`config.mk`:
```
export PLATFORM = sky130hd
export DESIGN_NAME = ex_stage
export DESIGN_NICKNAME = d
export VERILOG_FILES = /design/src/rtl/ex_stage.sv
export SDC_FILE = /design/constraint.sdc
export NUM_CORES = 2
export LEC_CHECK = 0
export BUFFER_PORTS_ARGS = -buffer_cell sky130_fd_sc_hd__clkbuf_2
export CAP_MARGIN = 40
export CORE_MARGIN = 2
export CORE_UTILIZATION = 25
export DETAILED_ROUTE_END_ITERATION = 10
export GPL_ROUTABILITY_DRIVEN = 0
export HOLD_SLACK_MARGIN = 0.05
export PLACE_DENSITY = 0.42
export SETUP_SLACK_MARGIN = 0.15
export SLEW_MARGIN = 20
export SYNTH_ARGS = -nofsm -noshare
export SYNTH_HDL_FRONTEND = slang
export SYNTH_SLANG_ARGS = --single-unit
```
`constraint.sdc`:
```
create_clock -name clk -period 16.5 [get_ports clk]
set_input_delay 2.475 -clock clk [delete_from_list [all_inputs] [get_ports clk]]
set_output_delay 2.475 -clock clk [all_outputs]
set_load 0.05 [all_outputs]
```
`src/rtl/ex_stage.sv`:
```
// ex_stage: execute stage of a five-stage MIPS-style pipeline.
// Holds the ALU, store byte-lane formatting and a 32-step restoring divider for div/divu.
module ex_stage (
  input  logic         clk,
  input  logic         rst,
  input  logic [5:0]   stall,
  input  logic [158:0] id_to_ex_bus,
  output logic [140:0] ex_to_mem_bus,
  output logic [37:0]  ex_to_rf_bus,
  output logic         data_sram_en,
  output logic [3:0]   data_sram_wen,
  output logic [31:0]  data_sram_addr,
  output logic [31:0]  data_sram_wdata,
  output logic         stallreq_for_ex
);
  typedef enum logic [1:0] {IDLE = 2'd0, BUSY = 2'd1, DONE = 2'd2} div_state_t;

  // Pipeline register: a bubble is inserted when decode is held but execute is not.
  logic [158:0] id_ex_q;
  always_ff @(posedge clk or posedge rst) begin
    if (rst) id_ex_q <= '0;
    else if (stall[2] && !stall[3]) id_ex_q <= '0;
    else if (!stall[2]) id_ex_q <= id_to_ex_bus;
  end

  logic [31:0] pc, inst, rdata1, rdata2;
  logic [11:0] alu_op;
  logic [2:0]  sel_src1;
  logic [3:0]  sel_src2, ram_wen;
  logic        ram_en, rf_we, sel_rf_res;
  logic [4:0]  rf_waddr;
  assign {pc, inst, alu_op, sel_src1, sel_src2, ram_en, ram_wen, rf_we, rf_waddr,
          sel_rf_res, rdata1, rdata2} = id_ex_q;

  logic [31:0] imm_sext, imm_zext, src1, src2, sra_res, alu_res;
  logic        slt_bit, sltu_bit;
  assign imm_sext = {{16{inst[15]}}, inst[15:0]};
  assign imm_zext = {16'b0, inst[15:0]};
  assign src1 = ({32{sel_src1[0]}} & rdata1) | ({32{sel_src1[1]}} & pc)
              | ({32{sel_src1[2]}} & {27'b0, inst[10:6]});
  assign src2 = ({32{sel_src2[0]}} & rdata2) | ({32{sel_src2[1]}} & imm_sext)
              | ({32{sel_src2[2]}} & 32'd8) | ({32{sel_src2[3]}} & imm_zext);
  assign slt_bit  = $signed(src1) < $signed(src2);
  assign sltu_bit = src1 < src2;
  assign sra_res  = $signed(src2) >>> src1[4:0];

  // One-hot AND-OR select; an all-zero op naturally yields zero.
  assign alu_res = ({32{alu_op[11]}} & (src1 + src2))
                 | ({32{alu_op[10]}} & (src1 - src2))
                 | ({32{alu_op[9]}}  & {31'b0, slt_bit})
                 | ({32{alu_op[8]}}  & {31'b0, sltu_bit})
                 | ({32{alu_op[7]}}  & (src1 & src2))
                 | ({32{alu_op[6]}}  & ~(src1 | src2))
                 | ({32{alu_op[5]}}  & (src1 | src2))
                 | ({32{alu_op[4]}}  & (src1 ^ src2))
                 | ({32{alu_op[3]}}  & (src2 << src1[4:0]))
                 | ({32{alu_op[2]}}  & (src2 >> src1[4:0]))
                 | ({32{alu_op[1]}}  & sra_res)
                 | ({32{alu_op[0]}}  & {src2[15:0], 16'b0});

  logic [5:0] opcode;
  assign opcode         = inst[31:26];
  assign data_sram_en   = ram_en;
  assign data_sram_addr = rdata1 + imm_sext;

  always_comb begin
    data_sram_wen   = 4'b0000;
    data_sram_wdata = rdata2;
    case (opcode)
      6'h28: begin
        data_sram_wen   = 4'b0001 << data_sram_addr[1:0];
        data_sram_wdata = {4{rdata2[7:0]}};
      end
      6'h29: begin
        data_sram_wen   = data_sram_addr[1] ? 4'b1100 : 4'b0011;
        data_sram_wdata = {2{rdata2[15:0]}};
      end
      6'h2B: data_sram_wen = 4'b1111;
      default: ;
    endcase
  end

  logic is_div, is_divu, div_req;
  assign is_div  = (opcode == 6'h00) && (inst[5:0] == 6'h1A);
  assign is_divu = (opcode == 6'h00) && (inst[5:0] == 6'h1B);
  assign div_req = is_div || is_divu;

  div_state_t state, state_n;
  logic [4:0] cnt;
  always_ff @(posedge clk or posedge rst) begin
    if (rst) state <= IDLE;
    else state <= state_n;
  end

  always_comb begin
    state_n         = state;
    stallreq_for_ex = 1'b0;
    case (state)
      IDLE: if (div_req) begin
        stallreq_for_ex = 1'b1;
        state_n         = BUSY;
      end
      BUSY: begin
        stallreq_for_ex = 1'b1;
        if (cnt == 5'd31) state_n = DONE;
      end
      DONE:    if (!stall[3]) state_n = IDLE;
      default: state_n = IDLE;
    endcase
  end

  // Operands are captured at start, so later bubbles in id_ex_q cannot disturb the division.
  logic [31:0] quo, rem, dvsr;
  logic        neg_q, neg_r, dz;
  logic [32:0] rem_sh;
  logic [33:0] trial;
  assign rem_sh = {rem, quo[31]};
  assign trial  = {1'b0, rem_sh} - {2'b0, dvsr};

  always_ff @(posedge clk or posedge rst) begin
    if (rst) begin
      cnt <= '0; quo <= '0; rem <= '0; dvsr <= '0;
      neg_q <= 1'b0; neg_r <= 1'b0; dz <= 1'b0;
    end else if (state == IDLE && div_req) begin
      cnt   <= '0;
      rem   <= '0;
      quo   <= (is_div && rdata1[31]) ? -rdata1 : rdata1;
      dvsr  <= (is_div && rdata2[31]) ? -rdata2 : rdata2;
      neg_q <= is_div && (rdata1[31] ^ rdata2[31]);
      neg_r <= is_div && rdata1[31];
      dz    <= (rdata2 == 32'b0);
    end else if (state == BUSY) begin
      cnt <= cnt + 5'd1;
      if (!trial[33]) begin
        rem <= trial[31:0];
        quo <= {quo[30:0], 1'b1};
      end else begin
        rem <= rem_sh[31:0];
        quo <= {quo[30:0], 1'b0};
      end
    end
  end

  logic        hilo_we;
  logic [31:0] hi, lo;
  assign hilo_we = (state == DONE);
  assign lo = hilo_we ? (dz ? 32'hFFFF_FFFF : (neg_q ? -quo : quo)) : 32'b0;
  assign hi = hilo_we ? (neg_r ? -rem : rem) : 32'b0;

  assign ex_to_mem_bus = {pc, ram_en, ram_wen, sel_rf_res, rf_we, rf_waddr, alu_res,
                          hilo_we, hi, lo};
  // Loads return their value from memory, so they never forward from this stage.
  assign ex_to_rf_bus  = {rf_we & ~sel_rf_res, rf_waddr, alu_res};

  logic unused_bits;
  assign unused_bits = ^{stall[5:4], stall[1:0], inst[25:16], trial[32]};
endmodule

```
## Word-level counts from Yosys, hierarchy flattened

Index checks and enable logic that the tools add are counted.
Widths: inputs -> output; s select.

- Add/subtract/negate cells: 9
- Magnitude comparators: 2
- Equal/unequal tests: 12
- Shift operators: 4
- Mux-type cells: 26
- Bitwise operators: 41
- Reduce and logical (&&, ||, !) cells: 14

Operator list:

| cell | count |
|---|---|
| $or 32x32->32 | 16 |
| $and 32x32->32 | 15 |
| $mux 32 | 12 |
| $mux 159 | 2 |
| $neg 32->32 | 4 |
| $add 32x32->32 | 2 |
| $and 32x1->32 | 2 |
| $lt 32x32->1 | 2 |
| $pmux 32 s2 | 1 |
| $sub 33x32->34 | 1 |
| $and 32x16->32 | 1 |
| $and 32x5->32 | 1 |
| $logic_not 32->1 | 1 |
| $not 32->32 | 1 |
| $or 32x4->32 | 1 |
| $shl 32x5->32 | 1 |
| $shr 32x5->32 | 1 |
| $sshr 32x5->32 | 1 |
| $sub 32x32->32 | 1 |
| $xor 32x32->32 | 1 |
| $eq 6x6->1 const B | 3 |
| $eq 6x5->1 const B | 2 |
| $pmux 4 s3 | 1 |
| $mux 5 | 2 |
| other kinds (22) | 33 |

- Flip-flop bits (word level): 265
- Input port bits: 167
- Output and inout port bits: 249
- Logic and storage cells: 117

## Logic depth before layout (Yosys ltp)

- Depth in word-level cells: 17
- Gate-level depth with buffers: 21

## Worst setup path after synthesis

Ideal clock, no wire load.

- Kind: register -> output
- From: register id_ex_q[81]
- To: output port ex_to_rf_bus[22]
- Data arrival time: 5.406 ns
- Slack: 8.619 ns
- Cell stages (with the launch flop): 20
- Path buffers: 8
- Path through: dfrtp_1 -> buf_2 -> buf_4 -> a22oi_1 -> and2_1 -> clkbuf_1 -> clkbuf_1 -> clkbuf_1 -> clkbuf_1 -> ha_1 -> clkbuf_1 -> a221oi_1 -> o32ai_2 -> a221oi_1 -> o31ai_1 -> o211ai_1 -> a311oi_1 -> xnor2_1 -> o21ai_0 -> buf_4

- Cells in the longest elaborated chain, start to end: 16
- Elaborated cells between the ends (all ways): 32
- Classes of those cells: 2 x add/sub; 3 x shift; 27 x bitwise

Ends and longest elaborated chain:

| item | RTL line | RTL |
|---|---|---|
| from (decl) | 19 | `logic [158:0] id_ex_q;` |
| from (signal assigned) | 23 | `else if (!stall[2]) id_ex_q <= id_to_ex_bus;` |
| $and 32x32->32 (*) | 39 | `assign src1 = ({32{sel_src1[0]}} & rdata1) \| ({32{sel_src1[1]}} & pc)` |
| $or 32x32->32 (*) | 39 |  |
| $or 32x32->32 (*) | 40 | `\| ({32{sel_src1[2]}} & {27'b0, inst[10:6]});` |
| $add 32x32->32 or $sub 32x32->32 (tied branches) | 48, 49 |  |
| $and 32x32->32, on equally long branches | 48, 49 |  |
| $or 32x32->32 | 49 | `\| ({32{alu_op[10]}} & (src1 - src2))` |
| $or 32x32->32 | 50 | `\| ({32{alu_op[9]}} & {31'b0, slt_bit})` |
| $or 32x32->32 | 51 | `\| ({32{alu_op[8]}} & {31'b0, sltu_bit})` |
| $or 32x32->32 | 52 | `\| ({32{alu_op[7]}} & (src1 & src2))` |
| $or 32x32->32 | 53 | `\| ({32{alu_op[6]}} & ~(src1 \| src2))` |
| $or 32x32->32 | 54 | `\| ({32{alu_op[5]}} & (src1 \| src2))` |
| $or 32x32->32 | 55 | `\| ({32{alu_op[4]}} & (src1 ^ src2))` |
| $or 32x32->32 | 56 | `\| ({32{alu_op[3]}} & (src2 << src1[4:0]))` |
| $or 32x32->32 | 57 | `\| ({32{alu_op[2]}} & (src2 >> src1[4:0]))` |
| $or 32x32->32 (*) | 58 | `\| ({32{alu_op[1]}} & sra_res)` |
| $or 32x32->32 (*) | 59 | `\| ({32{alu_op[0]}} & {src2[15:0], 16'b0});` |
| to (decl) | 9 | `output logic [37:0] ex_to_rf_bus,` |

Mark *: on every way between the ends. The rest lies on a longest branch, timed or not.

## Worst setup path in the final report

- From: register id_ex_q[81]
- To: output port ex_to_mem_bus[83]

- Cells in the longest elaborated chain, start to end: 16
- Elaborated cells between the ends (all ways): 32
- Classes of those cells: 2 x add/sub; 3 x shift; 27 x bitwise

Ends and longest elaborated chain:

| item | RTL line | RTL |
|---|---|---|
| $and 32x32->32 (*) | 39 |  |
| $or 32x32->32 (*) | 39 |  |
| $or 32x32->32 (*) | 40 |  |
| $add 32x32->32 or $sub 32x32->32 (tied branches) | 48, 49 |  |
| $and 32x32->32, on equally long branches | 48, 49 |  |
| $or 32x32->32 | 49 |  |
| $or 32x32->32 | 50 |  |
| $or 32x32->32 | 51 |  |
| $or 32x32->32 | 52 |  |
| $or 32x32->32 | 53 |  |
| $or 32x32->32 | 54 |  |
| $or 32x32->32 | 55 |  |
| $or 32x32->32 | 56 |  |
| $or 32x32->32 | 57 |  |
| $or 32x32->32 (*) | 58 |  |
| $or 32x32->32 (*) | 59 |  |
| to (decl) | 8 | `output logic [140:0] ex_to_mem_bus,` |

Marks and branches as above.

==> implementation parameters <==
Parameter                              Value

Setup path
  Cell class contributing the biggest share of worst-path delay ... compound AO/OA/AOI/OAI gates
  Cell depth of the worst flop-to-flop path ... 11
  Max stage delay on crit path ... 620 ps
  Cell with the largest stage delay on the worst path ... sky130_fd_sc_hd__dfrtp_1
  Crit. End Element ... primary output
  Start-to-end type of the worst setup path ... reg2out
  Data required time of the critical path ... 14030 ps
  Largest driver fanout on the critical path ... 27
  Data arrival time of the worst path ... 6280 ps
  Stages on the worst setup path ... 17
  Series of cell instances along the critical path ... a222oi_1, buf_4, inv_1, ha_1, inv_1, fa_1, nor2b_1, o2111ai_1, a31oi_1, o2111ai_1, nand2_1, a21oi_1, a21oi_1, xnor2_1, a22oi_1, o211ai_1, clkbuf_2
  Critical Path Source Type ... register
  Crit path buffers/inverters ... 4

Clock tree
  Clock tree sinks ... 255
  Clock transition at the registers of the reported paths ... 60 ps
  TritonCTS clock tree ... built
  Longest Clk Path Bufs ... 3
  Post-cts repair resize count ... 0
  Buffers inserted by post-CTS timing repair ... 0
  Clock Latency Late Sink ... 590 ps
  Inserted Clock Buffers ... 36
  Root Driver ... sky130_fd_sc_hd__clkbuf_16
  Clock H-tree levels ... 2
  Hold Buf Count CTS ... 0

Timing
  Maximum clock skew at final layout ... 34.0 ps
  Max Clk Rate ... about 110 MHz
  Setup violators final ... 0
  Remaining max-slew budget at the tightest pin ... ~37%
  Final total negative setup slack ... 0 ps
  Unrepaired setup endpoints after global routing ... false
  Final hold violation count ... 0
  Share of the clock period used by the worst path ... 53.1%
  Worst slew pin tran ... 928 ps
  Final slew viol count ... 0
  Post-route minimum period ... 8760 ps

Global routing
  Total congestion overflow after global routing ... 0
  Via count of the first global-routing pass ... 26200
  Antenna violations before repair ... 9
  Global-route wire length before repair ... 185000 um
  Largest net degree at the start of global routing ... between 100 and 150
  Total routing usage reported by global routing ... 22.2%

Cells and area
  Final instance area ... 31200 um2
  Highest-count cells in the layout ignoring fill and taps ... sky130_fd_sc_hd__o21ai_0 (404), sky130_fd_sc_hd__clkbuf_2 (399), sky130_fd_sc_hd__nor2_1 (356), sky130_fd_sc_hd__nand2_1 (344), sky130_fd_sc_hd__inv_1 (298)
  Final Non-Filler Cells ... 5323
  Total number of nets in the final design ... ~4200
  Total area of sequential cells ... 6390 um2
  Most frequent standard cell in the layout excluding fill and tap cells ... sky130_fd_sc_hd__o21ai_0
  Syn-to-layout area delta ... 13.9%
  Total area of multi-input combinational cells ... 18100 um2
  Number of inserted filler cells in the final layout ... 12100
  Core Util, Final ... between 20 and 30%
  Share of layout cells above drive strength 1 ... 16.1%

Detailed routing
  TritonRoute pass-1 iters ... 6
  WL/cell ... roughly 24 um
  Via count ... between 20000 and 30000
  Post-DRT Antenna Nets ... 0
  Drt drc ... 0
  Wirelength, routed ... 130000 um
  Initial DRC Count ... 2485
  Mean number of vias per cell ... 5.31

Die
  Floorplan Core Area ... 109000 um2
  Floorplan die height ... around 340 um
  Initial Utilization ... 25.2%
  Horizontal die dimension ... 335 um
  Total number of placement rows ... about 120
  DIE AREA ... around 110000 um2
  Num ports ... 416

Synthesis
  Net count after synthesis ... 4055
  Fraction of registers with async set/reset ... 100%
  Top cell type's share of synthesized area ... 23.3%
  Leading post-synthesis cells by cell area ... sky130_fd_sc_hd__dfrtp_1 (23%), sky130_fd_sc_hd__o21ai_0 (7.4%), sky130_fd_sc_hd__ha_1 (6.7%), sky130_fd_sc_hd__nor2_1 (4.9%), sky130_fd_sc_hd__nand2_1 (4.7%)
  Post-Synthesis Cells ... 3738
  Mean post-synth cell area ... 7.33 um2
  Top flip-flop cell by instance count after synthesis ... sky130_fd_sc_hd__dfrtp_1
  Yosys warning count ... 0
  Fraction of the yosys area taken by sequential cells ... 23.3%
  Netlist cell types ... a little under 100
  Post-synth EDFFs ... 0
  Post-synthesis cell type with the largest combined area ... sky130_fd_sc_hd__dfrtp_1
  Synthesized cell area ... 27400 um2
  Total of flip-flops plus latches after synthesis ... 255

Place
  Half-perimeter wire length of the detailed placement result ... 100000 um
  IO buf count ... 401
  Area post-placement ... 30000 um2
  Count of placed standard cells including taps ... 5256

Pwr
  Leakage dissipation ... 14.2 nW
  Power density over the cells ... 125 nW/um2
  Peak supply drop ... 0.0000710 V
  Total power of the final layout ... 3.91 mW

Hold path
  Hold path depth ... 2
  Hold Path Class ... reg2reg

Run
  Number of max-cap violations ... 0

Run status
  Status ... finished, final reports clean
## worst min-delay path: stages, from the launching register on
cell and delay [ps]:
sky130_fd_sc_hd__dfrtp_1 340, sky130_fd_sc_hd__nand2_1 50, sky130_fd_sc_hd__o21ai_0 60
## cell families (layout without fill, tap and decap cells)
group / after synthesis / after routing / share of synthesized area (%)
AO/OA/AOI/OAI: 1133 / 1133 / 26.6
XOR/XNOR: 214 / 214 / 6.84
adder cells (fa/ha/maj): 150 / 150 / 6.96
buffers and inverters: 658 / 827 / 10.7
flip-flops: 255 / 255 / 23.3
multiplexers: 170 / 170 / 6.46
other: 0 / 2 / 0
AND/OR/NAND/NOR: 1158 / 1158 / 19.2
## Yosys cell counts (12+ instances only)
| master | number |
|---|---|
| sky130_fd_sc_hd__dfrtp_1 | 255 |
| sky130_fd_sc_hd__o221ai_1 | 12 |
| sky130_fd_sc_hd__ha_1 | 146 |
| sky130_fd_sc_hd__nor4_1 | 19 |
| sky130_fd_sc_hd__o31ai_1 | 34 |
| sky130_fd_sc_hd__inv_1 | 299 |
| sky130_fd_sc_hd__o21ai_0 | 404 |
| sky130_fd_sc_hd__nor2b_1 | 24 |
| sky130_fd_sc_hd__o211ai_1 | 36 |
| sky130_fd_sc_hd__mux2i_1 | 123 |
| sky130_fd_sc_hd__o41ai_1 | 20 |
| sky130_fd_sc_hd__nor2_1 | 356 |
| sky130_fd_sc_hd__a22o_1 | 43 |
| sky130_fd_sc_hd__a211oi_1 | 28 |
| sky130_fd_sc_hd__a221o_1 | 22 |
| sky130_fd_sc_hd__nand2b_1 | 26 |
| sky130_fd_sc_hd__mux2_2 | 43 |
| sky130_fd_sc_hd__or4_1 | 13 |
| sky130_fd_sc_hd__buf_2 | 20 |
| sky130_fd_sc_hd__clkbuf_1 | 191 |
| sky130_fd_sc_hd__xor2_1 | 86 |
| sky130_fd_sc_hd__o21bai_1 | 25 |
| sky130_fd_sc_hd__o21a_1 | 24 |
| sky130_fd_sc_hd__a21oi_1 | 202 |
| sky130_fd_sc_hd__nand4_1 | 17 |
| sky130_fd_sc_hd__nand3_1 | 220 |
| sky130_fd_sc_hd__a31oi_1 | 52 |
| sky130_fd_sc_hd__a21o_1 | 50 |
| sky130_fd_sc_hd__and2_1 | 18 |
| sky130_fd_sc_hd__nor3_1 | 44 |
| sky130_fd_sc_hd__buf_1 | 40 |
| sky130_fd_sc_hd__nand2_1 | 346 |
| sky130_fd_sc_hd__a221oi_1 | 30 |
| sky130_fd_sc_hd__buf_4 | 95 |
| sky130_fd_sc_hd__or3_1 | 24 |
| sky130_fd_sc_hd__a22oi_1 | 28 |
| sky130_fd_sc_hd__o21ai_1 | 15 |
| sky130_fd_sc_hd__xnor2_1 | 128 |
## layout make-up
class,instances,share of cell area [%]
multi-input combinational,2825,58.1
sequential,255,20.5
timing repair buffer,460,8.26
tap,1414,5.67
inverter,304,3.68
clock buffer,50,3.38
clock inverter,13,0.421
antenna,2,0.0160
## layer usage
metal  global-route usage, %  wire (um)  share of wire [%]
met5                       0         46              0.036
met4                    6.61       4160                3.2
met3                    4.44       9860                7.6
met2                    34.5      57200                 44
met1                    30.7      58300                 45
## registers in the layout (all words and copies together), names as in the netlist
| signal | flops |
|---|---|
| cnt | 5 |
| state | 2 |
| neg_r | 1 |
| quo | 32 |
| dz | 1 |
| dvsr | 32 |
| neg_q | 1 |
| id_ex_q | 149 |
| rem | 32 |
## metrics by stage
| stage | hold slack, ps | worst slack, ps |
|---|---|---|
| floorplan | 450 | 7010 |
| global placement | 464 | 8530 |
| detailed placement | 470 | 8480 |
| CTS | 484 | 7880 |
| global route | 500 | 7610 |
| finish | 479 | 7740 |
## worst paths after layout
kind	startpoint	slack, ps	endpoint
max reg2reg	rem[13]$_DFFE_PP0N_	12480	quo[0]$_DFFE_PP0N_
min	dvsr[20]$_DFFE_PP0P_	480	dvsr[20]$_DFFE_PP0P_
min reg2reg	dvsr[20]$_DFFE_PP0P_	480	dvsr[20]$_DFFE_PP0P_
max in group asynchronous	rst	11840	id_ex_q[37]$_DFFE_PP0P_
min in group asynchronous	rst	1970	id_ex_q[52]$_DFFE_PP0P_
max	id_ex_q[81]$_DFFE_PP0P_	7740	ex_to_mem_bus[83]
## power breakdown
part / switching (mW) / leakage [nW] / internal, mW
sequential: 0.192 / 3.31 / 0.713
clock: 0.325 / 0.585 / 0.478
combinational: 1.46 / 10.3 / 0.741
total: 1.97 / 14.2 / 1.93
No activity file was read; power rests on OpenSTA's default activity.
